$ cat src/rtl/bmp_egress_buffer.sv
// bmp_egress_buffer: two-channel egress buffer for the accelerator master port.
// Words tagged 01/10 go to a per-channel first-word-fall-through FIFO. A per-channel
// frame FSM counts words per image and reports the frame length once drained.
// Optional feature: define EGRESS_CHECKSUM_EN for per-frame mod-2^DATA_WIDTH checksums;
// when undefined the checksum ports are tied to zero.
module bmp_egress_buffer #(
    parameter int DATA_WIDTH = 32,
    parameter int FIFO_DEPTH = 8,
    parameter int CNT_WIDTH  = 16
) (
    input  logic                  clk,
    input  logic                  rst,
    input  logic [DATA_WIDTH-1:0] in_data,
    input  logic [1:0]            in_valid,
    input  logic                  in_cmplt,
    output logic                  in_ready,
    output logic [DATA_WIDTH-1:0] out0_data,
    output logic                  out0_valid,
    input  logic                  out0_ready,
    output logic [DATA_WIDTH-1:0] out1_data,
    output logic                  out1_valid,
    input  logic                  out1_ready,
    output logic [1:0]            frame_done,
    output logic [CNT_WIDTH-1:0]  frame_cnt0,
    output logic [CNT_WIDTH-1:0]  frame_cnt1,
    output logic [DATA_WIDTH-1:0] checksum0,
    output logic [DATA_WIDTH-1:0] checksum1,
    output logic                  err_illegal
);

    localparam int PW = $clog2(FIFO_DEPTH);
    localparam int CW = PW + 1;
    localparam logic [CW-1:0] FULL = CW'(FIFO_DEPTH);

    // RUN collects a frame, DRAIN waits for the FIFO to empty, DONE reports it.
    typedef enum logic [1:0] { ST_RUN, ST_DRAIN, ST_DONE } state_t;

    logic [DATA_WIDTH-1:0] mem_q       [2][FIFO_DEPTH];
    logic [PW-1:0]         wr_ptr_q    [2];
    logic [PW-1:0]         rd_ptr_q    [2];
    logic [CW-1:0]         count_q     [2];
    state_t                state_q     [2];
    state_t                state_d     [2];
    logic [CNT_WIDTH-1:0]  run_q       [2];  // words of the frame being closed
    logic [CNT_WIDTH-1:0]  nxt_run_q   [2];  // words arriving for the next frame while draining
    logic [CNT_WIDTH-1:0]  frame_cnt_q [2];
    logic                  last_ch_q;
    logic                  err_q;

    logic [1:0] push, pop, not_empty, out_ready, cmplt_hit;
    logic       cmplt_ch, illegal;

    function automatic logic [CNT_WIDTH-1:0] sat_inc(input logic [CNT_WIDTH-1:0] v);
        return (&v) ? v : v + CNT_WIDTH'(1);
    endfunction

    assign out_ready    = {out1_ready, out0_ready};
    assign not_empty[0] = (count_q[0] != '0);
    assign not_empty[1] = (count_q[1] != '0);
    // Registered counts only: a same-cycle pop never opens the input.
    assign in_ready     = (count_q[0] != FULL) && (count_q[1] != FULL);
    assign push[0]      = in_ready && (in_valid == 2'b01);
    assign push[1]      = in_ready && (in_valid == 2'b10);
    assign illegal      = in_ready && (in_valid == 2'b11);
    assign pop          = not_empty & out_ready;
    // End-of-image follows a same-cycle word, otherwise the most recent channel.
    assign cmplt_ch     = push[1] | (~push[0] & last_ch_q);
    assign cmplt_hit    = in_cmplt ? (cmplt_ch ? 2'b10 : 2'b01) : 2'b00;

    // FIFO pointers and occupancy; pointers wrap modulo the depth.
    always_ff @(posedge clk) begin
        // NOTE: sequential state uses <= so every register samples pre-edge values.
        if (rst) begin
            for (int c = 0; c < 2; c++) begin
                wr_ptr_q[c] <= '0;
                rd_ptr_q[c] <= '0;
                count_q[c]  <= '0;
            end
        end else begin
            for (int c = 0; c < 2; c++) begin
                if (push[c]) wr_ptr_q[c] <= wr_ptr_q[c] + PW'(1);
                if (pop[c])  rd_ptr_q[c] <= rd_ptr_q[c] + PW'(1);
                if (push[c] && !pop[c])      count_q[c] <= count_q[c] + CW'(1);
                else if (pop[c] && !push[c]) count_q[c] <= count_q[c] - CW'(1);
            end
        end
    end

    // FIFO storage write.
    always_ff @(posedge clk) begin
        // NOTE: storage is not reset; the occupancy count alone decides what is valid.
        for (int c = 0; c < 2; c++) begin
            if (push[c]) mem_q[c][wr_ptr_q[c]] <= in_data;
        end
    end

    // Frame FSM state register.
    always_ff @(posedge clk) begin
        if (rst) begin
            state_q[0] <= ST_RUN;
            state_q[1] <= ST_RUN;
        end else begin
            state_q[0] <= state_d[0];
            state_q[1] <= state_d[1];
        end
    end

    // Frame FSM next state; an end-of-image outside RUN is merged into the pending one.
    always_comb begin
        for (int c = 0; c < 2; c++) begin
            // NOTE: default first so every path assigns state_d and no latch is inferred.
            state_d[c] = state_q[c];
            case (state_q[c])
                ST_RUN:   if (cmplt_hit[c]) state_d[c] = ST_DRAIN;
                ST_DRAIN: if (!not_empty[c] && !push[c]) state_d[c] = ST_DONE;
                ST_DONE:  state_d[c] = ST_RUN;
                default:  state_d[c] = ST_RUN;
            endcase
        end
    end

    // Word counters, reported lengths, last channel and the illegal-code pulse.
    always_ff @(posedge clk) begin
        if (rst) begin
            for (int c = 0; c < 2; c++) begin
                run_q[c]       <= '0;
                nxt_run_q[c]   <= '0;
                frame_cnt_q[c] <= '0;
            end
            last_ch_q <= 1'b0;
            err_q     <= 1'b0;
        end else begin
            for (int c = 0; c < 2; c++) begin
                case (state_q[c])
                    ST_RUN:   if (push[c]) run_q[c] <= sat_inc(run_q[c]);
                    ST_DRAIN: if (push[c]) nxt_run_q[c] <= sat_inc(nxt_run_q[c]);
                    ST_DONE: begin
                        frame_cnt_q[c] <= run_q[c];
                        run_q[c]       <= push[c] ? sat_inc(nxt_run_q[c]) : nxt_run_q[c];
                        nxt_run_q[c]   <= '0;
                    end
                    default: ;
                endcase
            end
            if (push[0])      last_ch_q <= 1'b0;
            else if (push[1]) last_ch_q <= 1'b1;
            err_q <= illegal;
        end
    end

`ifdef EGRESS_CHECKSUM_EN
    logic [DATA_WIDTH-1:0] sum_q      [2];
    logic [DATA_WIDTH-1:0] nxt_sum_q  [2];
    logic [DATA_WIDTH-1:0] checksum_q [2];

    // Per-frame checksum, split between the closing and the next frame like the counters.
    always_ff @(posedge clk) begin
        if (rst) begin
            for (int c = 0; c < 2; c++) begin
                sum_q[c]      <= '0;
                nxt_sum_q[c]  <= '0;
                checksum_q[c] <= '0;
            end
        end else begin
            for (int c = 0; c < 2; c++) begin
                case (state_q[c])
                    ST_RUN:   if (push[c]) sum_q[c] <= sum_q[c] + in_data;
                    ST_DRAIN: if (push[c]) nxt_sum_q[c] <= nxt_sum_q[c] + in_data;
                    ST_DONE: begin
                        checksum_q[c] <= sum_q[c];
                        sum_q[c]      <= push[c] ? nxt_sum_q[c] + in_data : nxt_sum_q[c];
                        nxt_sum_q[c]  <= '0;
                    end
                    default: ;
                endcase
            end
        end
    end

    assign checksum0 = checksum_q[0];
    assign checksum1 = checksum_q[1];
`else
    assign checksum0 = '0;
    assign checksum1 = '0;
`endif

    // Heads are gated so outputs read zero while a FIFO is empty.
    assign out0_valid  = not_empty[0];
    assign out1_valid  = not_empty[1];
    assign out0_data   = not_empty[0] ? mem_q[0][rd_ptr_q[0]] : '0;
    assign out1_data   = not_empty[1] ? mem_q[1][rd_ptr_q[1]] : '0;
    assign frame_done  = {state_q[1] == ST_DONE, state_q[0] == ST_DONE};
    assign frame_cnt0  = frame_cnt_q[0];
    assign frame_cnt1  = frame_cnt_q[1];
    assign err_illegal = err_q;

endmodule
$ cat config.mk
export PLATFORM = sky130hd
export DESIGN_NAME = bmp_egress_buffer
export DESIGN_NICKNAME = d
export VERILOG_FILES = /design/src/rtl/bmp_egress_buffer.sv
export SDC_FILE = /design/constraint.sdc
export NUM_CORES = 1
export LEC_CHECK = 0
export CAP_MARGIN = 20
export CORE_ASPECT_RATIO = 1.5
export CORE_MARGIN = 2
export CORE_UTILIZATION = 25
export DETAILED_ROUTE_END_ITERATION = 8
export GPL_TIMING_DRIVEN = 0
export PLACE_DENSITY = 0.38
export SYNTH_ARGS = -nofsm -noshare
export SYNTH_HDL_FRONTEND = slang
export SYNTH_SLANG_ARGS = --single-unit
export TNS_END_PERCENT = 20
$ cat constraint.sdc
create_clock -name clk -period 14.87 [get_ports clk]
set_clock_uncertainty 0.15 [all_clocks]
set_input_delay 1.487 -clock clk [delete_from_list [all_inputs] [get_ports clk]]
set_output_delay 1.487 -clock clk [all_outputs]
set_load 0.01 [all_outputs]
* After elaboration in Yosys (flattened, before gate mapping)
Memory sizes are Yosys's and may differ from the RTL's.
Cells that the tools add are included.
** Operators by class
- Bitwise gates (word level) :: 28
- Add/subtract/negate cells :: 12
- Equal/unequal tests :: 9
- Reductions and logical operators :: 28
- Order comparisons :: 6
- Muxes and demuxes :: 98
** Operators with widths (number)
- 256-bit 2-to-1 mux :: 4
- 16-bit 2-to-1 mux :: 16
- 32-bit 2-to-1 mux :: 8
- 256-bit OR reduction :: 1
- 32-bit binary-select mux with 3-bit select :: 2
- 32-bit demux with 3-bit select :: 2
- 16-bit by 1-bit adder with 16-bit output, second input constant :: 4
- 16-bit AND reduction :: 4
- 1-bit 2-to-1 mux :: 48
- 1-bit OR :: 21
- 4-bit greater-or-equal comparator, second input constant :: 4
- 2-bit 2-to-1 mux :: 8
- 4-bit 2-to-1 mux :: 4
- 3-bit NOT with 4-bit output :: 4
- 3-bit by 1-bit adder with 3-bit output, second input constant :: 4
- 1-bit logical AND :: 12
- 3-bit 2-to-1 mux :: 4
- 4-bit by 1-bit adder with 4-bit output, second input constant :: 2
- 2-bit == test, second input constant :: 4
- 4-bit by 1-bit less-than comparator with 1-bit output, second input constant :: 2
- 4-bit inequality test, second input constant :: 2
- 2-bit one-hot mux with 2 select lines :: 2
- 4-bit nonzero test :: 2
- 4-bit by 1-bit subtractor with 4-bit output, second input constant :: 2
- other kinds (7) :: 15
** Storage, ports and cells
- Word-level logic and storage cells :: 191
- Memories kept :: 8
- RAM bits :: 632
- Flip-flop bits (word level) :: 2
- Output and inout bits :: 166
** Memories
- mem_q :: words 2, width 256, rd ports 2, clocked after memory_dff 0, wr ports 1, RTL line 38 : logic [DATA_WIDTH-1:0] mem_q [2][FIFO_DEPTH];
- frame_cnt_q :: words 2, width 16, rd ports 2, clocked after memory_dff 0, wr ports 2, RTL line 46 : logic [CNT_WIDTH-1:0] frame_cnt_q [2];
- nxt_run_q :: words 2, width 16, rd ports 2, clocked after memory_dff 0, wr ports 2, RTL line 45 : logic [CNT_WIDTH-1:0] nxt_run_q [2];
- run_q :: words 2, width 16, rd ports 2, clocked after memory_dff 0, wr ports 2, RTL line 44 : logic [CNT_WIDTH-1:0] run_q [2];
- count_q :: words 2, width 4, rd ports 2, clocked after memory_dff 0, wr ports 2, RTL line 41 : logic [CW-1:0] count_q [2];
- rd_ptr_q :: words 2, width 3, rd ports 2, clocked after memory_dff 0, wr ports 2, RTL line 40 : logic [PW-1:0] rd_ptr_q [2];
- +2 memories

* Logic depth before layout (Yosys ltp)
Gate-level depths: netlist of run 1.
An unclocked memory read counts as a cell.
- Depth in word-level cells :: 12
- Depth in mapped cells :: 13
- Mapped depth without buffers :: 12

* Least setup slack after synthesis of run 1
OpenSTA, ideal clock, no wires.
- Path type :: input to register
- Start :: in in_valid[1]
- End :: mem mem_q[0][448] (netlist name) (enable)
- Slack :: 8.776 ns
- Setup time :: 0.513 ns
- Stages on the path :: 4
- Buffers on the path :: 1
- Required time :: 14.207 ns
- Arrival time :: 5.431 ns
- Path through :: nor2b_1 > nand3_1 > clkbuf_1 > nor4b_1
** On the way
- Longest elaborated chain between the ends :: 6
- Elaborated cells between the ends (all ways) :: 11
- Classes of those cells :: 2 x eq/ne; 6 x mux; 3 x reduce/logical
** RTL lines
- start, declared :: RTL line 14 : input logic [1:0] in_valid,
- 2-bit == test :: RTL line 63 : assign push[1] = in_ready && (in_valid == 2'b10);
- 1-bit logical AND :: RTL line 63
- 1-bit 2-to-1 mux :: RTL line 93 : if (push[c]) mem_q[c][wr_ptr_q[c]] <= in_data;
- 256-bit 2-to-1 mux (implied by the code) :: RTL line 93
- 256-bit OR reduction (no line)
- 1-bit 2-to-1 mux (no line) / 256-bit 2-to-1 mux (equally long branches)
- end, declared :: RTL line 38
Several ways; a longest one is shown, not always the timed one.

==> results of run 1 <==
stage by stage:
step	setup slack, ns	util [%]	cells	area (µm²)	hold WS [ns]
after CTS	9.32	31.2	3406	33200	0.321
final	9.45	31.2	3409	33300	0.321
after global placement	2.65	28.3	3207	30200	0.296
after floorplan	8.78	-	1653	27000	0.287
after global routing	9.21	31.2	3409	33300	0.370
after detailed placement	9.80	29.2	3285	31100	0.311
area by class of cell:
class,count,area [µm²]
Tap cell,1415,1770
Sequential cell,634,18800
Fill cell,10600,73400
Clock buffer,85,1810
Inverter,19,71.3
Timing Repair Buffer,220,2290
Clock inverter,36,315
Buffer,140,790
Multi-Input combinational cell,860,7410
cells by family after synthesis:
logic type | Yosys count | synth area share [%]
DFF | 634 | 70.3
and+or+nand+nor | 394 | 7.19
muxes | 197 | 13.4
buffers and inverters | 159 | 3.22
AOI/OAI and AO/OA | 124 | 3.02
xor gates and xnor gates | 68 | 2.23
adders and majority gates | 13 | 0.636
other | 1 | 0.0140
cell usage after synthesis (all sizes together), types with 10 or more instances:
cell type / count
a211oi: 13
a21oi: 28
a311oi: 12
and2: 10
and3: 15
buf: 96
clkbuf: 44
dfxtp: 22
edfxtp: 612
ha: 12
inv: 19
mux2i: 69
mux4: 128
nand2: 76
nand3: 33
nand4: 16
nor2: 149
nor2b: 33
nor3: 26
o21ai: 28
o22ai: 17
xnor2: 32
xor2: 36
path summary, 6_finish.rpt:
path	depth (start not counted)	to	slack, ns	startpoint
max	6	out1_data[13]	9.45	rd_ptr_q[0][4]$_SDFFCE_PN0P_
max reg2reg	9	mem_q[0][141]$_DFFE_PP_	11.10	count_q[1][0]$_DFFE_PP_
min reg2reg	2	state_q[0][3]$_SDFFE_PP0P_	0.32	state_q[0][2]$_SDFFE_PP0P_
min	2	state_q[0][3]$_SDFFE_PP0P_	0.32	state_q[0][2]$_SDFFE_PP0P_
sequential cells by signal, indices dropped and copies added (netlist names):
register,cells
count_q,8
state_q,4
err_illegal,1
wr_ptr_q,6
nxt_run_q,32
rd_ptr_q,6
frame_cnt_q,32
last_ch_q,1
mem_q,512
run_q,32
critical path, stage by stage, from the launching register on:
cell	delay [ns]
edfxtp_1	0.35
clkbuf_1	0.59
buf_1	0.82
mux4_2	0.38
mux2i_1	0.08
nor2_1	0.31
clkdlybuf4s50_1	0.63
metal layers:
layer / up-vias / global-route usage [%]
met5: - / 0
met2: 287 / 24.8
met4: 12 / 3.93
met3: 89 / 2.49
met1: 7618 / 15.2
li1: 6807 / -
power by group:
part | leakage [nW] | internal [W] | switching [W]
Combinational | 3.89 | 0.000677 | 0.000819
Sequential | 5.85 | 0.00208 | 0.0000649
Clock | 1.02 | 0.000924 | 0.000720
==> flow_summary.toml, run 1 <==
[status]
outcome = "finished clean"

[synthesis]
synth.largest_area_cell = "edfxtp_1"
synth_edf_count = 612
synthesis.area_um2 = 26800
avgSynthCellArea_um2 = 16.8
yosysSeqAreaShare_pct = 70.3
synth_ff_type = "edfxtp_1"
synth_top_area_share_pct = 68.7
yosys_warnings = 0
synthTopCellsByArea = "edfxtp_1 (69%), mux4_2 (11%), mux2i_1 (2.6%)"
synthArstFlopShare_pct = 0
synthesis.instances = 1590
synth_seq_cells = 634
synth_cell_type_count = 64

[final_layout]
nets = 1996
final_common_cell = "edfxtp_1"
drive_above_1_share_pct = 20.3
syn_to_final_growth_pct = 24.4
diodes = 0
final_cell_mix = "edfxtp_1 (612), nor2_1 (147), clkdlybuf4s50_1 (139)"

[sta]
min_period_over_period_pct = 36.5
min_period_ns = 5.42
rsz0062_at_grt = "false"
hold_viol_final = 0
tightest_slew_ns = 1.13
relSlewSlack_pct = 24.6
final-setup-viol-count = 0
timing.fmax_ghz = 0.184
slew_violations = 0
tns_ns = 0

[pwr]
ir_worst_vdd_mv = 0.0744
p_total_w = 0.00529
powerDensity_nw_per_um2 = 159
power.leakage_nw = 10.8

[floorplan]
die_x_um = 271
core_um2 = 107000
dieArea_um2 = 110000
row_count = 147
die_h_um = 405
initial_core_util_pct = 25.1
ios = 205

[detailed_routing]
ant_nets = 0
wl_met1_mm = 29.0
met2_length_mm = 39.1
drc = 0
initialDrtViolationCount = 845
firstDrtPassIters = 5
vias = 14800
wirelength_mm = 72.6
vias_per_cell = 4.35
dr_wl_met3_mm = 2.93
top_layer_used = "met5"
wl_per_cell_um = 21.3

[cts]
clk_latency_ns = 0.62
cts_root_buffer = "clkbuf_16"
clkTransAtPathRegs_ns = 0.06
cts_resized = 0
cts_htree_levels = 3
cts_tree = "yes"
cts_buffer_depth = 3
ctsHoldBuffers = 0
cts_made_buffers = 69
post_cts_buffers = 0
cts_sinks = 634

[grt]
grt_remaining_overflow = 0
grt_usage_pct = 13.3
grt_pass1_wl_mm = 106
grt_max_degree = 19
antenna_found_initial = 6
first_global_vias = 15800

[setup_path]
worst-endpoint-arrival_ns = 3.79
worst_setup_path_end_kind = "output port"
critPathLaunchType = "flop"
path_class = "reg -> out"
cp.required_ns = 13.23
path_max_fanout = 10

[placed_design]
place.gp.congestion = 0.774
hpwlAfterDp_mm = 51.8
port_buffers = 139

[worst_hold_path]
hold_class = "reg -> reg"

[job]
drv_cap = 0
Note: power is estimated with default switching activity, not from simulation.
==> run 2, diff against run 1 <==
--- a/config.mk
+++ b/config.mk
@@ -11,7 +11,7 @@
 export CORE_UTILIZATION = 25
 export DETAILED_ROUTE_END_ITERATION = 8
 export GPL_TIMING_DRIVEN = 0
-export PLACE_DENSITY = 0.38
+export PLACE_DENSITY = 0.39
 export SYNTH_ARGS = -nofsm -noshare
 export SYNTH_HDL_FRONTEND = slang
 export SYNTH_SLANG_ARGS = --single-unit
==> constraint.sdc (replaced) <==
create_clock -name clk -period 4.6 [get_ports clk]
set_clock_uncertainty 0.15 [all_clocks]
set_input_delay 0.46 -clock clk [delete_from_list [all_inputs] [get_ports clk]]
set_output_delay 0.46 -clock clk [all_outputs]
set_load 0.01 [all_outputs]
==> run 2 against run 1 <==
Net effect: via count grew 0.48%; die area unchanged; power rose to 3.2 times the previous value; non-clock buffer count fell by 10; critical path depth stayed put; global-route usage decreased by 0.068 points; clock-buffer cell count up 1; register-to-register slack worse by 11 ns; largest cell class unchanged; first-iteration DRC count is 3.4% higher; cell area shrank 0.33%; largest power group unchanged.
==> flow_summary.toml, run 2 (synthesis gave the netlist of run 1 again) <==
[floorplan]
core_um2 = 107000
initial_core_util_pct = 25.1
die_h_um = 405
dieArea_um2 = 110000
die_x_um = 271
row_count = 147
ios = 205

[cts]
clkTransAtPathRegs_ns = 0.06
post_cts_buffers = 0
cts_htree_levels = 3
ctsHoldBuffers = 0
cts_buffer_depth = 3
cts_root_buffer = "clkbuf_16"
cts_sinks = 634
clk_latency_ns = 0.63
cts_tree = "yes"
cts_made_buffers = 69

[final_layout]
largest_register_ffs = 512
diodes = 0
syn_to_final_growth_pct = 24.0
final_common_cell = "edfxtp_1"
utilization_pct = 31.1
drive_above_1_share_pct = 20.2
final_cell_mix = "edfxtp_1 (612), nor2_1 (147), clkdlybuf4s50_1 (139)"
finalInstanceArea_um2 = 33200
nets = 1986

[sta]
rsz0062_at_grt = "false"
tightest_slew_ns = 1.15
timing.fmax_ghz = 0.228
min_period_over_period_pct = 95.2
relSlewSlack_pct = 23.3
hold_viol_final = 0
slew_violations = 0
layout_setup_ws_ns = 0.221
min_period_ns = 4.38
final-setup-viol-count = 0

[placed_design]
place_area_um2 = 31000
place_ws_ns = 0.279
place.gp.congestion = 0.771
hpwlAfterDp_mm = 51.5
port_buffers = 139

[setup_path]
path_class = "reg -> out"
reg2reg_depth = 10
worst-endpoint-arrival_ns = 3.77
cp.required_ns = 3.99
critPathLaunchType = "flop"
path_max_fanout = 10
worst_setup_path_end_kind = "output port"

[pwr]
powerDensity_nw_per_um2 = 512
power.leakage_nw = 10.7
ir_worst_vdd_mv = 0.346

[grt]
first_global_vias = 15800
grt_max_degree = 20
grt_remaining_overflow = 0
grt_pass1_wl_mm = 106
antenna_found_initial = 3
grt_usage_pct = 13.2

[detailed_routing]
ant_nets = 0
vias = 14900
initialDrtViolationCount = 874
vias_per_cell = 4.38
firstDrtPassIters = 5
wirelength_mm = 71.8
wl_per_cell_um = 21.1
drc = 0

[worst_hold_path]
hold_class = "in -> reg"
hold_depth = 4

[status]
outcome = "finished clean"

[job]
drv_cap = 0
run 2: where the power goes:
part | switching [W] | internal (W) | leakage [nW]
clock | 0.00231 | 0.00292 | 1.02
sequential | 0.000221 | 0.00673 | 5.85
combinational | 0.00261 | 0.00219 | 3.84
total | 0.00514 | 0.0118 | 10.7
run 2: cell type report:
cell class	count	area, µm²
Fill cell	10600	73500
Multi-Input combinational cell	860	7440
Clock inverter	37	272
Clock buffer	86	1810
Sequential cell	634	18800
Buffer	140	791
Timing Repair Buffer	210	2190
Inverter	19	71.3
Tap cell	1415	1770
run 2: what timing repair did:
action / CTS / global route
resized for setup: 1 / 0
setup endpoints to repair: 6 / 0
hold endpoints to repair: 0 / 0
run 2: worst paths after layout:
kind                                      from                    endpoint  slack, ns
setup / recovery  rd_ptr_q[0][1]$_SDFFCE_PN0P_               out0_data[11]       0.22
hold / removal                             rst  state_q[0][3]$_SDFFE_PP0P_       0.25
setup reg to reg       count_q[1][0]$_DFFE_PP_      mem_q[0][79]$_DFFE_PP_       0.57
hold reg to reg     state_q[0][2]$_SDFFE_PP0P_  state_q[0][3]$_SDFFE_PP0P_       0.32
run 2: through the flow:
step,hold WS [ns],setup TNS [ns],power (W),instances
2_1_floorplan,0.287,-51.77,0.00959,1653
3_3_place_gp,0.305,-1904.41,0.0119,3207
3_5_place_dp,0.304,0,0.0120,3274
4_1_cts,0.176,0,0.0173,3397
5_1_grt,0.288,0,0.0178,3401
6_report,0.249,0,0.0170,3401
run 2: worst max-delay path, cell delays in order, from the launching register on:
cell	delay (ns)
edfxtp_1	0.36
clkbuf_1	0.64
clkbuf_1	0.75
mux4_2	0.41
mux2i_1	0.36
nor2_1	0.11
clkdlybuf4s50_1	0.50
run 2: per-layer routing:
layer  GRT usage, %  wire length (µm)
met1           16.1             29800
met2           23.5             37500
met3           2.38              3090
met4           4.10              1450
met5              0                29
